$ cat src/rtl/ks_pipe_apx_adder_pkg.sv
// -----------------------------------------------------------------------------
// ks_adder_pkg
// Shared definitions for the pipelined Kogge-Stone adder:
//   MODE_EXACT / MODE_APX : encoding of the per-transaction apx_mode input
//   clog2()               : ceiling log2, usable in constant expressions
//   n_stages()            : number of prefix pipeline banks for a width and
//                           a levels-per-bank setting
// -----------------------------------------------------------------------------
package ks_adder_pkg;

  localparam logic MODE_EXACT = 1'b0;
  localparam logic MODE_APX   = 1'b1;

  function automatic int clog2(input int value);
    int r;
    int v;
    r = 0;
    v = value - 1;
    while (v > 0) begin
      r = r + 1;
      v = v >> 1;
    end
    return r;
  endfunction

  // Banks needed to hold all log2(width) prefix levels, lvl_per_stg per bank;
  // the last bank takes whatever levels remain.
  function automatic int n_stages(input int width, input int lvl_per_stg);
    return (clog2(width) + lvl_per_stg - 1) / lvl_per_stg;
  endfunction

endpackage

$ cat src/rtl/ks_pipe_apx_adder_prefix_level.sv
// -----------------------------------------------------------------------------
// ks_prefix_level
// One combinational Kogge-Stone level. Bit i combines with bit i-2^LVL:
//   bits >= span : black cell (group generate and group propagate)
//   bits <  span : pass-through; their group generate is already complete.
// Ports:
//   g_i, p_i : group generate / propagate entering this level
//   g_o, p_o : group generate / propagate leaving this level
// -----------------------------------------------------------------------------
module ks_prefix_level
  import ks_adder_pkg::*;
#(
  parameter int WIDTH = 16,
  parameter int LVL   = 0
) (
  input  logic [WIDTH-1:0] g_i,
  input  logic [WIDTH-1:0] p_i,
  output logic [WIDTH-1:0] g_o,
  output logic [WIDTH-1:0] p_o
);

  localparam int SPAN = 1 << LVL;

  always_comb begin
    g_o = g_i;
    p_o = p_i;
    for (int i = SPAN; i < WIDTH; i++) begin
      g_o[i] = g_i[i] | (p_i[i] & g_i[i-SPAN]);
      p_o[i] = p_i[i] & p_i[i-SPAN];
    end
  end

endmodule

$ cat src/rtl/ks_pipe_apx_adder.sv
// -----------------------------------------------------------------------------
// ks_pipe_apx_adder
// Pipelined Kogge-Stone adder with per-transaction exact / lower-part-OR
// approximate mode and a global-stall valid/ready handshake.
// Latency is n_stages()+1 cycles; one result per cycle while out_ready = 1.
// Ports:
//   clk, rst_n          : clock, asynchronous active-low reset
//   in_valid / in_ready : operand handshake (in_ready = ~out_valid | out_ready)
//   A, B, Cin           : operands and carry-in
//   apx_mode            : MODE_EXACT or MODE_APX, travels with its operands
//   out_valid/out_ready : result handshake
//   Sum                 : {carry-out, sum}, WIDTH+1 bits
//   Cout                : copy of Sum[WIDTH]
// -----------------------------------------------------------------------------
module ks_pipe_apx_adder
  import ks_adder_pkg::*;
#(
  parameter int WIDTH       = 16,
  parameter int APX_K       = 4,
  parameter int LVL_PER_STG = 1
) (
  input  logic             clk,
  input  logic             rst_n,
  input  logic             in_valid,
  output logic             in_ready,
  input  logic [WIDTH-1:0] A,
  input  logic [WIDTH-1:0] B,
  input  logic             Cin,
  input  logic             apx_mode,
  output logic             out_valid,
  input  logic             out_ready,
  output logic [WIDTH:0]   Sum,
  output logic             Cout
);

  localparam int LOG2W = clog2(WIDTH);
  localparam int N_STG = n_stages(WIDTH, LVL_PER_STG);

  // Bank s (0..N_STG-1) feeds prefix level s*LVL_PER_STG; the output
  // register is the final bank.
  logic [N_STG-1:0][WIDTH-1:0] g_d,  g_q;   // group generate
  logic [N_STG-1:0][WIDTH-1:0] p_d,  p_q;   // group propagate
  logic [N_STG-1:0][WIDTH-1:0] pb_d, pb_q;  // per-bit propagate for the sum XOR
  logic [N_STG-1:0]            cin_d, cin_q;
  logic [N_STG-1:0]            vld_d, vld_q;

  logic [LOG2W-1:0][WIDTH-1:0] lin_g, lin_p, lvl_g;
  logic [LOG2W-2:0][WIDTH-1:0] lvl_p;
  logic [WIDTH-1:0]            unused_p_last;

  logic [WIDTH-1:0] pb_in, g_in, g_fin;
  logic             cin_in;
  logic [WIDTH:0]   sum_d, sum_q;
  logic             out_vld_q;
  logic             advance;

  // Single stall signal: every bank moves together or holds together.
  assign advance  = ~out_vld_q | out_ready;
  assign in_ready = advance;

  // ---- operand preparation, feeding bank 0 ----
  // Approximate mode folds the LOA into the prefix inputs: the low bits
  // propagate A|B with no generate (so their sum bits become A|B and no
  // carry ripples among them), except bit APX_K-1 keeps A&B, which becomes
  // exactly the carry injected into bit APX_K. Cin is dropped. Exact mode
  // folds Cin into the bit-0 generate so the prefix tree yields true carries.
  always_comb begin
    pb_in  = A ^ B;
    g_in   = A & B;
    cin_in = Cin;
    if ((apx_mode == MODE_APX) && (APX_K > 0)) begin
      for (int i = 0; i < APX_K; i++) begin
        pb_in[i] = A[i] | B[i];
        if (i < APX_K - 1) begin
          g_in[i] = 1'b0;
        end
      end
      cin_in = 1'b0;
    end
    g_in[0] = g_in[0] | (pb_in[0] & cin_in);
  end

  assign g_d[0]   = g_in;
  assign p_d[0]   = pb_in;
  assign pb_d[0]  = pb_in;
  assign cin_d[0] = cin_in;
  assign vld_d[0] = in_valid;

  // ---- prefix levels, with a bank boundary every LVL_PER_STG levels ----
  for (genvar l = 0; l < LOG2W; l++) begin : g_lvl
    if ((l % LVL_PER_STG) == 0) begin : g_from_bank
      assign lin_g[l] = g_q[l / LVL_PER_STG];
      assign lin_p[l] = p_q[l / LVL_PER_STG];
    end else begin : g_from_lvl
      assign lin_g[l] = lvl_g[l-1];
      assign lin_p[l] = lvl_p[l-1];
    end

    if (l == LOG2W - 1) begin : g_last
      ks_prefix_level #(.WIDTH(WIDTH), .LVL(l)) u_lvl (
        .g_i (lin_g[l]),
        .p_i (lin_p[l]),
        .g_o (lvl_g[l]),
        .p_o (unused_p_last)
      );
    end else begin : g_mid
      ks_prefix_level #(.WIDTH(WIDTH), .LVL(l)) u_lvl (
        .g_i (lin_g[l]),
        .p_i (lin_p[l]),
        .g_o (lvl_g[l]),
        .p_o (lvl_p[l])
      );
    end
  end

  // ---- banks 1..N_STG-1: capture level outputs, forward side-band ----
  for (genvar s = 1; s < N_STG; s++) begin : g_bank
    assign g_d[s]   = lvl_g[s*LVL_PER_STG-1];
    assign p_d[s]   = lvl_p[s*LVL_PER_STG-1];
    assign pb_d[s]  = pb_q[s-1];
    assign cin_d[s] = cin_q[s-1];
    assign vld_d[s] = vld_q[s-1];
  end

  // ---- final bank: carries to sum ----
  // g_fin[i] is the carry out of bit i; the carry into bit 0 is Cin.
  assign g_fin = lvl_g[LOG2W-1];
  assign sum_d = {g_fin[WIDTH-1], pb_q[N_STG-1] ^ {g_fin[WIDTH-2:0], cin_q[N_STG-1]}};

  always_ff @(posedge clk or negedge rst_n) begin
    if (!rst_n) begin
      g_q       <= '0;
      p_q       <= '0;
      pb_q      <= '0;
      cin_q     <= '0;
      vld_q     <= '0;
      sum_q     <= '0;
      out_vld_q <= 1'b0;
    end else if (advance) begin
      g_q       <= g_d;
      p_q       <= p_d;
      pb_q      <= pb_d;
      cin_q     <= cin_d;
      vld_q     <= vld_d;
      sum_q     <= sum_d;
      out_vld_q <= vld_q[N_STG-1];
    end
  end

  assign out_valid = out_vld_q;
  assign Sum       = sum_q;
  assign Cout      = sum_q[WIDTH];

endmodule

$ cat config.mk
export PLATFORM = sky130hd
export DESIGN_NAME = ks_pipe_apx_adder
export DESIGN_NICKNAME = d
export VERILOG_FILES = /design/src/rtl/ks_pipe_apx_adder_pkg.sv /design/src/rtl/ks_pipe_apx_adder_prefix_level.sv /design/src/rtl/ks_pipe_apx_adder.sv
export SDC_FILE = /design/constraint.sdc
export NUM_CORES = 1
export LEC_CHECK = 0
export BUFFER_PORTS_ARGS = -buffer_cell sky130_fd_sc_hd__buf_2
export CAP_MARGIN = 20
export CORE_MARGIN = 2
export CORE_UTILIZATION = 54
export CTS_CLUSTER_SIZE = 8
export DETAILED_ROUTE_END_ITERATION = 16
export PLACE_DENSITY = 0.81
export SKIP_CTS_REPAIR_TIMING = 1
export SLEW_MARGIN = 20
export SYNTH_ARGS = -nofsm -noshare
export SYNTH_HDL_FRONTEND = slang
export SYNTH_SLANG_ARGS = --single-unit
$ cat constraint.sdc
create_clock -name clk -period 1.2 [get_ports clk]
set_clock_uncertainty 0.15 [all_clocks]
set_input_delay 0.18 -clock clk [delete_from_list [all_inputs] [get_ports clk]]
set_output_delay 0.18 -clock clk [all_outputs]
set_load 0.05 [all_outputs]
==> impl_metrics.toml <==
[final_layout]
finalNetCount = 998
diodes = 0
layout.cells.most_common = "nand2_1"
area_growth_syn_to_layout_pct = 22.8
drive_gt1_share_pct = 15.1
design_area_um2 = 9510
commonest_cells_after_routing_fill_and_taps_aside = "nand2_1 (386), dfrtp_1 (186), a21oi_1 (50)"

[timing]
holdWs_ns = 0.0229
fin_tns_setup_ns = -37.30
final-hold-violation-count = 0
max_clock_freq_ghz = 0.634
slew_limit_headroom_pct = 76.6
setup-violations-final = 203
rsz0062_at_grt = "yes"
layout_min_cycle_time_ns = 1.58
min_period_over_period_pct = 131
actual_slew_at_the_worst_max_slew_pin_ns = 0.351
drv_slew = 0
final_critical_path_setup_slack_ns = -0.377

[hold_path]
worst_min_delay_path_category = "input port to flop"

[yosys]
postSynthNetCount = 892
ys_seq_elements = 188
synthesized_instance_count = 834
synthDistinctLibCells = 18
synth-warning-count = 0
syn_avg_cell_area_um2 = 9.29
post_syn_area_um2 = 7750
synth_sequential_area_ratio_pct = 60.7

[setup_path]
critical_path_arrival_ns = 1.25
critPathCaptureType = "primary output"
crit_chain = "nor2b_4 -> clkinv_4 -> buf_6"
critPathLaunchType = "flop"
cp.required_ns = 0.87
cp_max_stage_delay_ns = 0.35
cp_max_fo = 5
timing.setup.critical_path_class = "flop to primary output"
crit_path_top_delay_cell = "dfrtp_2"

[clock_network]
cts_inserted_buffers = 17
clk_path_buf_depth = 2
cts.htree.levels = 4
clk-insertion-delay-late_ns = 0.43
cts.reportedPaths.clkPinSlew_ns = 0.06
clock-sinks = 188
tritoncts = "built"
clockRootBuffer = "clkbuf_16"

[route]
drt_iter0_drc = 560
detail_route.vias_per_cell = 5.17
vias = 5841
post-route-drc-count = 0
detail_route.wirelength_mm = 16.9
route.antenna.remaining_nets = 0
drt_pre_antenna_iters = 5
post_drt_wl_per_cell_um = 14.9

[grt]
grt_pass1_wl_mm = 26.1
grt_use_total_pct = 22.3
pin_count_of_the_biggest_net_entering_global_routing = 46
grt_antenna_before_repair = 0
grt_pass1_vias = 5427
globalRouteOverflowTotal = 0

[floorplan]
floorplan.rows = 43
floorplan.io_pins = 58
initial_core_utilization_pct = 55.6
floorplan.die.height_um = 124
die_w_um = 124
die-area_um2 = 15300
fp.coreArea_um2 = 13900

[run_status]
failed_checks = "setup timing"
status = "finished with violations"

[place]
place.port_buffers = 57
dpl_cell_area_um2 = 8390
pre_cts_ws_ns = -0.186
routabilityCongestion = 0.795
hpwl_mm = 10.6

[flow_run]
timing.max_cap.violations = 0

[pwr]
leakage_power_total_uw = 0.00487
power-per-cell-area_nw_per_um2 = 2470
vdd_drop_max_mv = 1.30
==> synth_stat cells <==
master,number,area (µm²)
a21oi_1,50,250
buf_2,14,70.1
buf_4,13,97.6
buf_6,9,101
clkbuf_1,7,26.3
dfrtp_1,188,4700
ha_1,20,250
inv_1,11,41.3
inv_2,1,3.75
mux2i_1,3,30.0
nand2_1,396,1490
nand2b_1,4,25.0
nand3_1,34,170
nor2b_4,1,13.8
o21ai_0,66,330
o31ai_1,1,7.51
xnor2_1,9,78.8
xor2_1,7,61.3
==> logic make-up after synthesis <==
group | synth area share [%]
buf+inv | 4.39
xor+xnor | 1.81
compound gates | 7.59
flops | 60.7
mux | 0.388
simple gates | 21.9
fa+ha+maj | 3.23
==> stage by stage <==
step	cells	total power [µW]	util (%)
global placement	1060	17100	60.2
floorplan	834	15200	-
finish	1129	23500	68.3
CTS	1088	22500	63.9
global route	1129	24900	68.3
detailed placement	1060	17400	60.2
==> flip-flops by register name (all words and copies together) (netlist names) <==
register / cells
g_q: 64
pb_d: 46
lin_p: 37
Sum: 17
pb_q: 15
cin_q: 4
vld_q: 4
out_valid: 1
==> report_power, final <==
part	switching, µW	internal, µW
Clock	2180	2860
Combinational	4500	3120
Sequential	2000	8800
Total	8690	14800
==> final cells by class <==
class	instances	area, µm²
clock buffers	24	462
clock inverters	4	45.0
fillers	1010	4420
inverters	12	50.0
multi-input cells	591	2760
flip-flops and latches	188	4710
well taps	180	225
repair buffers	130	1260
==> worst paths after layout <==
check,from,slack (ns),cells past startpoint,endpoint
max,out_valid,-0.38,3,in_ready
min,B[2],0.02,4,g_q[2]
max reg2reg,out_valid,-0.29,6,lin_p[41]
min reg2reg,pb_d[43],0.31,2,pb_d[59]
max in group asynchronous,rst_n,0.29,3,pb_q[49]
min in group asynchronous,rst_n,0.07,2,lin_p[36]
==> per-layer routing <==
layer / wire length (µm) / GRT usage, %
met5: 0 / 0
met4: 364 / 8.31
met3: 848 / 5.49
met2: 8310 / 34.3
met1: 7330 / 30.9
==> worst max-delay path, delay by kind of cell (launching register included) <==
family                 cells  cell delay [ns]
buffers and inverters      2             0.25
flip-flops                 1             0.35
AND/OR/NAND/NOR            1             0.22
(Power assumes the default switching activity.)
